==> src/rtl/picorv32_uart_pkg.sv <==
`default_nettype none
// ============================================================================
// Module      : picorv32_uart_pkg
// Description : Shared constants and types for the picorv32 UART transmitter:
//               register offsets, STATUS bit positions, serialiser states.
// Revision    : 1.0 - initial release
// ============================================================================
package picorv32_uart_pkg;

    // Register offsets inside the 16-byte window
    localparam logic [3:0] UART_DATA   = 4'h0;
    localparam logic [3:0] UART_STATUS = 4'h4;
    localparam logic [3:0] UART_DIV    = 4'h8;

    // STATUS register bit positions
    localparam int STAT_FULL    = 0;
    localparam int STAT_IDLE    = 1;
    localparam int STAT_OVR     = 2;
    localparam int STAT_LVL_LSB = 4;

    // Smallest divisor that still gives a countdown of at least one cycle
    localparam logic [15:0] DIV_MIN = 16'd2;

    typedef enum logic [1:0] {
        ST_IDLE  = 2'd0,
        ST_START = 2'd1,
        ST_DATA  = 2'd2,
        ST_STOP  = 2'd3
    } tx_state_t;

    function automatic logic [15:0] clamp_div(input logic [15:0] d);
        return (d < DIV_MIN) ? DIV_MIN : d;
    endfunction

endpackage
`default_nettype wire

==> src/rtl/uart_tx_fifo.sv <==
`default_nettype none
// ============================================================================
// Module      : uart_tx_fifo
// Description : Synchronous FIFO with combinational read data. Pointers carry
//               one extra wrap bit to tell full from empty.
// Revision    : 1.0 - initial release
// ============================================================================
module uart_tx_fifo #(
    parameter  int WIDTH = 8,
    parameter  int DEPTH = 8,
    localparam int AW    = $clog2(DEPTH)
) (
    input  logic             clk,
    input  logic             resetn,
    input  logic             push,
    input  logic             pop,
    input  logic [WIDTH-1:0] din,
    output logic [WIDTH-1:0] dout,
    output logic             full,
    output logic             empty,
    output logic [AW:0]      level
);

    logic [WIDTH-1:0] mem [DEPTH];
    logic [AW:0]      wr_ptr;
    logic [AW:0]      rd_ptr;
    logic             do_push;
    logic             do_pop;

    // Full/empty come from pre-edge pointers, so a push while full is dropped
    // even if a pop happens on the same edge.
    assign full    = (wr_ptr[AW] != rd_ptr[AW]) && (wr_ptr[AW-1:0] == rd_ptr[AW-1:0]);
    assign empty   = (wr_ptr == rd_ptr);
    assign do_push = push && !full;
    assign do_pop  = pop && !empty;
    assign level   = wr_ptr - rd_ptr;
    assign dout    = mem[rd_ptr[AW-1:0]];

    // Pointer update; reset flushes the queue
    always_ff @(posedge clk) begin
        if (!resetn) begin
            wr_ptr <= '0;
            rd_ptr <= '0;
        end else begin
            if (do_push) wr_ptr <= wr_ptr + 1'b1;
            if (do_pop)  rd_ptr <= rd_ptr + 1'b1;
        end
    end

    // Storage write; contents need no reset because the pointers gate them
    always_ff @(posedge clk) begin
        if (do_push) mem[wr_ptr[AW-1:0]] <= din;
    end

endmodule
`default_nettype wire

==> src/rtl/picorv32_uart_tx.sv <==
`default_nettype none
// ============================================================================
// Module      : picorv32_uart_tx
// Description : Memory-mapped 8N1 UART transmitter on the picorv32 native bus.
//               DATA pushes into a TX FIFO, STATUS reports FIFO/line state,
//               DIV sets the bit time in clock cycles.
// Revision    : 1.0 - initial release
// ============================================================================
module picorv32_uart_tx
    import picorv32_uart_pkg::*;
#(
    parameter int          CLK_HZ     = 100000000,
    parameter int          BAUD       = 115200,
    parameter logic [31:0] BASE_ADDR  = 32'h1000_0000,
    parameter int          FIFO_DEPTH = 8
) (
    input  logic        clk,
    input  logic        resetn,
    input  logic        mem_valid,
    input  logic [31:0] mem_addr,
    input  logic [31:0] mem_wdata,
    input  logic [3:0]  mem_wstrb,
    output logic        mem_ready,
    output logic [31:0] mem_rdata,
    output logic        uart_tx,
    output logic        tx_idle
);

    localparam int          AW        = $clog2(FIFO_DEPTH);
    localparam logic [15:0] DIV_RESET = 16'(CLK_HZ / BAUD);

    logic        hit;
    logic        access;
    logic        commit;
    logic [3:0]  reg_off;
    logic        fifo_push;
    logic        fifo_pop;
    logic        fifo_full;
    logic        fifo_empty;
    logic [7:0]  fifo_dout;
    logic [AW:0] fifo_level;
    logic [3:0]  level_sat;
    logic        ovr;
    logic [15:0] div;
    logic [31:0] read_word;
    tx_state_t   state;
    tx_state_t   state_n;
    logic [15:0] baud_cnt;
    logic [15:0] baud_cnt_n;
    logic [15:0] active_div;
    logic [15:0] active_div_n;
    logic [2:0]  bit_cnt;
    logic [2:0]  bit_cnt_n;
    logic [7:0]  shreg;
    logic [7:0]  shreg_n;
    logic        tx_q;
    logic        tx_n;
    logic        unused_bits;

    // Address decode: the acknowledge is one registered pulse per request and
    // register side effects commit on the edge that ends the ready cycle.
    assign hit         = (mem_addr[31:4] == BASE_ADDR[31:4]);
    assign access      = mem_valid && hit && !mem_ready;
    assign commit      = mem_ready && mem_valid && hit;
    assign reg_off     = {mem_addr[3:2], 2'b00};
    assign fifo_push   = commit && (reg_off == UART_DATA) && mem_wstrb[0];
    assign unused_bits = &{1'b0, mem_addr[1:0], mem_wdata[31:16]};

    assign level_sat = (32'(fifo_level) > 32'd15) ? 4'hF : 4'(fifo_level);
    assign tx_idle   = fifo_empty && (state == ST_IDLE);
    assign uart_tx   = tx_q;

    uart_tx_fifo #(
        .WIDTH (8),
        .DEPTH (FIFO_DEPTH)
    ) u_fifo (
        .clk    (clk),
        .resetn (resetn),
        .push   (fifo_push),
        .pop    (fifo_pop),
        .din    (mem_wdata[7:0]),
        .dout   (fifo_dout),
        .full   (fifo_full),
        .empty  (fifo_empty),
        .level  (fifo_level)
    );

    // Read mux; unmapped offsets and DATA read back as zero
    always_comb begin
        read_word = 32'b0;
        case (reg_off)
            UART_STATUS: begin
                read_word[STAT_FULL]                     = fifo_full;
                read_word[STAT_IDLE]                     = tx_idle;
                read_word[STAT_OVR]                      = ovr;
                read_word[STAT_LVL_LSB+3:STAT_LVL_LSB]   = level_sat;
            end
            UART_DIV: read_word = {16'b0, div};
            default:  read_word = 32'b0;
        endcase
    end

    // Bus acknowledge and read data; rdata is held at zero outside ready
    always_ff @(posedge clk) begin
        if (!resetn) begin
            mem_ready <= 1'b0;
            mem_rdata <= 32'b0;
        end else begin
            mem_ready <= access;
            mem_rdata <= (access && (mem_wstrb == 4'b0)) ? read_word : 32'b0;
        end
    end

    // Control registers: sticky overrun flag and programmable divisor
    always_ff @(posedge clk) begin
        if (!resetn) begin
            ovr <= 1'b0;
            div <= DIV_RESET;
        end else begin
            if (fifo_push && fifo_full) begin
                ovr <= 1'b1;
            end else if (commit && (reg_off == UART_STATUS) && mem_wstrb[0] && mem_wdata[STAT_OVR]) begin
                ovr <= 1'b0;
            end
            if (commit && (reg_off == UART_DIV) && (mem_wstrb[1:0] == 2'b11)) begin
                div <= clamp_div(mem_wdata[15:0]);
            end
        end
    end

    // Serialiser state register; the line output is registered to stay glitch-free
    always_ff @(posedge clk) begin
        if (!resetn) begin
            state      <= ST_IDLE;
            baud_cnt   <= 16'b0;
            bit_cnt    <= 3'b0;
            shreg      <= 8'b0;
            active_div <= DIV_RESET;
            tx_q       <= 1'b1;
        end else begin
            state      <= state_n;
            baud_cnt   <= baud_cnt_n;
            bit_cnt    <= bit_cnt_n;
            shreg      <= shreg_n;
            active_div <= active_div_n;
            tx_q       <= tx_n;
        end
    end

    // Serialiser next state: each bit lasts active_div cycles (count active_div-1 to 0)
    always_comb begin
        state_n      = state;
        baud_cnt_n   = baud_cnt;
        bit_cnt_n    = bit_cnt;
        shreg_n      = shreg;
        active_div_n = active_div;
        tx_n         = tx_q;
        fifo_pop     = 1'b0;
        case (state)
            ST_IDLE: begin
                tx_n = 1'b1;
                if (!fifo_empty) begin
                    fifo_pop     = 1'b1;
                    shreg_n      = fifo_dout;
                    active_div_n = div;
                    baud_cnt_n   = div - 16'd1;
                    state_n      = ST_START;
                    tx_n         = 1'b0;
                end
            end
            ST_START: begin
                if (baud_cnt == 16'd0) begin
                    state_n    = ST_DATA;
                    baud_cnt_n = active_div - 16'd1;
                    bit_cnt_n  = 3'd0;
                    tx_n       = shreg[0];
                end else begin
                    baud_cnt_n = baud_cnt - 16'd1;
                end
            end
            ST_DATA: begin
                if (baud_cnt == 16'd0) begin
                    baud_cnt_n = active_div - 16'd1;
                    if (bit_cnt == 3'd7) begin
                        state_n = ST_STOP;
                        tx_n    = 1'b1;
                    end else begin
                        bit_cnt_n = bit_cnt + 3'd1;
                        shreg_n   = {1'b0, shreg[7:1]};
                        tx_n      = shreg[1];
                    end
                end else begin
                    baud_cnt_n = baud_cnt - 16'd1;
                end
            end
            ST_STOP: begin
                if (baud_cnt == 16'd0) begin
                    if (!fifo_empty) begin
                        fifo_pop     = 1'b1;
                        shreg_n      = fifo_dout;
                        active_div_n = div;
                        baud_cnt_n   = div - 16'd1;
                        state_n      = ST_START;
                        tx_n         = 1'b0;
                    end else begin
                        state_n = ST_IDLE;
                    end
                end else begin
                    baud_cnt_n = baud_cnt - 16'd1;
                end
            end
            default: begin
                state_n = ST_IDLE;
                tx_n    = 1'b1;
            end
        endcase
    end

endmodule
`default_nettype wire

==> config.mk <==
export PLATFORM = sky130hd
export DESIGN_NAME = picorv32_uart_tx
export DESIGN_NICKNAME = d
export VERILOG_FILES = /design/src/rtl/picorv32_uart_pkg.sv /design/src/rtl/uart_tx_fifo.sv /design/src/rtl/picorv32_uart_tx.sv
export SDC_FILE = /design/constraint.sdc
export NUM_CORES = 1
export LEC_CHECK = 0
export BUFFER_PORTS_ARGS = -buffer_cell sky130_fd_sc_hd__buf_2
export CAP_MARGIN = 20
export CORE_MARGIN = 4
export CORE_UTILIZATION = 58
export CTS_CLUSTER_DIAMETER = 30
export CTS_CLUSTER_SIZE = 16
export DETAILED_ROUTE_END_ITERATION = 12
export GPL_TIMING_DRIVEN = 1
export PLACE_DENSITY_LB_ADDON = 0.3
export SLEW_MARGIN = 20
export SYNTH_ARGS = -nofsm -noshare
export SYNTH_HDL_FRONTEND = slang
export SYNTH_SLANG_ARGS = --single-unit
==> constraint.sdc <==
create_clock -name clk -period 3.35 [get_ports clk]
set_clock_uncertainty 0.15 [all_clocks]
set_input_delay 0.1675 -clock clk [delete_from_list [all_inputs] [get_ports clk]]
set_output_delay 0.1675 -clock clk [all_outputs]
set_load 0.02 [all_outputs]
==> reports/qor.yml <==
outcome: "finished clean"
slew_headroom_pct: 42.97
slowest_stage: "and4_1"
p_int_mw: 3.359
synth-compound-area-share_pct: 10.80
core-area_um2: 12670
max_stage_delay_ns: 0.63
worst_pin_slew_ns: 0.8554
yosysSeqAreaShare_pct: 49.72
num_vias: 5866
fmax_mhz: 352.6
p_sw_mw: 1.371
synth-xor-area-share_pct: 5.351
first_pass_iters: 6
cap_violations: 0
clockPowerShare_pct: 40.8
peakVddDrop_v: 0.0005972
cts_buffers: 17
cts_max_level: 4
place_area_um2: 7980
cts.clk_slew.worst_paths_ns: 0.07
synth-simple-area-share_pct: 18.61
finalCritPeriodShare_pct: 84.66
cts_setup_buffers: 0
syn_to_final_growth_pct: 16.30
ys_warn_count: 0
die_w_um: 121.9
synthMuxAreaShare_pct: 7.311
grt_pass1_wl_um: 29190
gp_congestion: 0.8832
ctsResizeCount: 0
p_total_mw: 4.730
startpoint_type: "flop"
synth_top_family_by_area: "simple AND/OR/NAND/NOR gates"
cp_max_fo: 13
grt_setup_unrepaired: "no"
row_count: 41
grt_use_total_pct: 25.61
postCtsHoldBufs: 18
finalSetupViolCount: 0
post-route-min-period_ns: 2.836
wl_per_cell_um: 17.98
synth_async_sr_flop_share_pct: 0
hold_viol_final: 0
p_seq_share_pct: 43.0
clock_path_buffers: 2
layout_common_cells: "dfxtp_1, nand2_1, nor2_1"
fillers: 914
synthAdderAreaFrac_pct: 3.423
tns_ns: 0
grt-ovfl-total: 0
antenna_left: 0
cts.sinks: 155
cp-end-kind: "output port"
insertion_delay_ns: 0.43
p_per_area_nw_per_um2: 540.2
postSynthCellCount: 719
cts_tree: "done"
antenna_found_initial: 0
syn_avg_cell_area_um2: 10.47
synth-seq-cells: 155
drc: 0
grt_pass1_vias: 5739
drv_slew: 0
worstPathRequired_ns: 3.03
p_leak_nw: 3.194
cp_cell_sequence: "inv_1 -> ha_1 -> and4_1 -> and2_1 -> buf_2"
whs_ns: 0.06030
dp_cells: 939
drive_above_1_share_pct: 18.60
synth_flop_cell: "dfxtp_1"
drt_iter0_markers: 614
die_h_um: 121.9
synth_edf_count: 64
worstPathArrival_ns: 2.52
routed_wl_um: 17780
hpwl_um: 11970
comb_power_share_pct: 16.3
finalNonFillerCells: 989
nets: 895
ios: 106
hp-class: "in -> reg"
worstSetupPathType: "reg -> out"
diodes: 0
start_util_pct: 59.43
syn_area_um2: 7530
die_area_um2: 14870
cp_top_family: "simple AND/OR/NAND/NOR gates"
root_buffer: "clkbuf_16"
final_common_cell: "dfxtp_1"
synth.distinct_cells: 60
io_buffer_count: 71
netSwitchingFraction_pct: 28.98
grt_max_degree: 57
fin_area_um2: 8757
critPathBufInv: 2
viasPerCell: 5.931
## worst min-delay path: stages
cell and delay [ns]:
buf_2 0.07, nor4_1 0.03, nand4_1 0.22, nor4_1 0.10
## flip-flops by register name, summed over array words and instances, names as in the netlist, named ones only
register and count:
state 2, div 16, mem_rdata 16, bit_cnt 3, active_div 16, baud_cnt 16
u_fifo.rd_ptr 4, mem_ready 1, ovr 1, u_fifo.wr_ptr 4, shreg 8, u_fifo.mem 64
uart_tx 1
## cells by family after synthesis
group | Yosys count
buf+inv | 72
compound gates | 120
other cells | 1
fa+ha+maj | 20
mux | 35
flops | 155
xor+xnor | 46
simple gates | 270
## synth_stat cells, drive strengths merged, types with 3 or more instances
| cell | n | area share (%) |
|---|---|---|
| o32ai | 5 | 0.58 |
| a221oi | 3 | 0.35 |
| nor2b | 3 | 0.25 |
| nand2 | 81 | 4.1 |
| ha | 19 | 3.2 |
| mux2i | 19 | 2.5 |
| mux4 | 16 | 4.8 |
| o31a | 3 | 0.35 |
| nor2 | 79 | 3.9 |
| nand3b | 4 | 0.40 |
| and2 | 4 | 0.33 |
| a21oi | 36 | 2.5 |
| or3 | 5 | 0.42 |
| or4 | 5 | 0.60 |
| nor3b | 5 | 0.50 |
| o22ai | 6 | 0.50 |
| xnor2 | 30 | 3.5 |
| a22oi | 19 | 1.9 |
| inv | 19 | 0.95 |
| clkbuf | 21 | 1.0 |
| nor3 | 16 | 1.3 |
| nor4 | 23 | 3.0 |
| xor2 | 16 | 1.9 |
| edfxtp | 64 | 26 |
| nand4 | 9 | 0.83 |
| buf | 31 | 2.7 |
| o21ai | 20 | 1.3 |
| nand3 | 18 | 1.2 |
| nand2b | 3 | 0.25 |
| a211o | 8 | 0.93 |
| a21o | 3 | 0.30 |
| and3 | 9 | 0.75 |
| a211oi | 7 | 0.76 |
| dfxtp | 91 | 24 |
## metal layers
layer	track usage, %	routed length, um
met1	33.27	7195
met2	41.37	8449
met3	6.592	1651
met4	10.01	486
met5	0	0
## metrics by stage
stage | setup WS, ns | utilization [%]
finish | 0.5137 | 69.11
global route | 0.2759 | 69.11
CTS | 0.5208 | 69.11
detailed placement | 0.6299 | 62.98
global placement | 0.7585 | 62.98
floorplan | 0.7734 | -
## final timing paths
path | startpoint | end | slack [ns] | cells past startpoint
min reg2reg | uart_tx$_SDFFE_PN1P_ | uart_tx$_SDFFE_PN1P_ | 0.32 | 1
min | mem_addr[25] | mem_ready$_SDFF_PN0_ | 0.06 | 4
max reg2reg | baud_cnt[0]$_SDFF_PN0_ | baud_cnt[9]$_SDFF_PN0_ | 0.53 | 7
max | u_fifo.wr_ptr[0]$_SDFFE_PN0P_ | tx_idle | 0.51 | 5
## final cells by class
type	instances	area, um2	share of cell area, %
repair buffers	103	640.6	7.315
multi-input cells	507	3486	39.81
clock inverters	15	171.4	1.957
inverters	20	75.07	0.8573
clock buffers	17	425.4	4.858
flip-flops and latches	155	3744	42.75
well taps	172	215.2	2.457
## power by group through the flow
stage	Combinational, mW	Sequential, mW	Clock, mW
floorplan	0.585	2.07	0
global placement	0.713	2.07	0
detailed placement	0.731	2.07	0
CTS	0.758	2.03	1.94
global route	0.841	2.04	2.04
finish	0.770	2.03	1.93
Power figures use the tool's default switching activity.
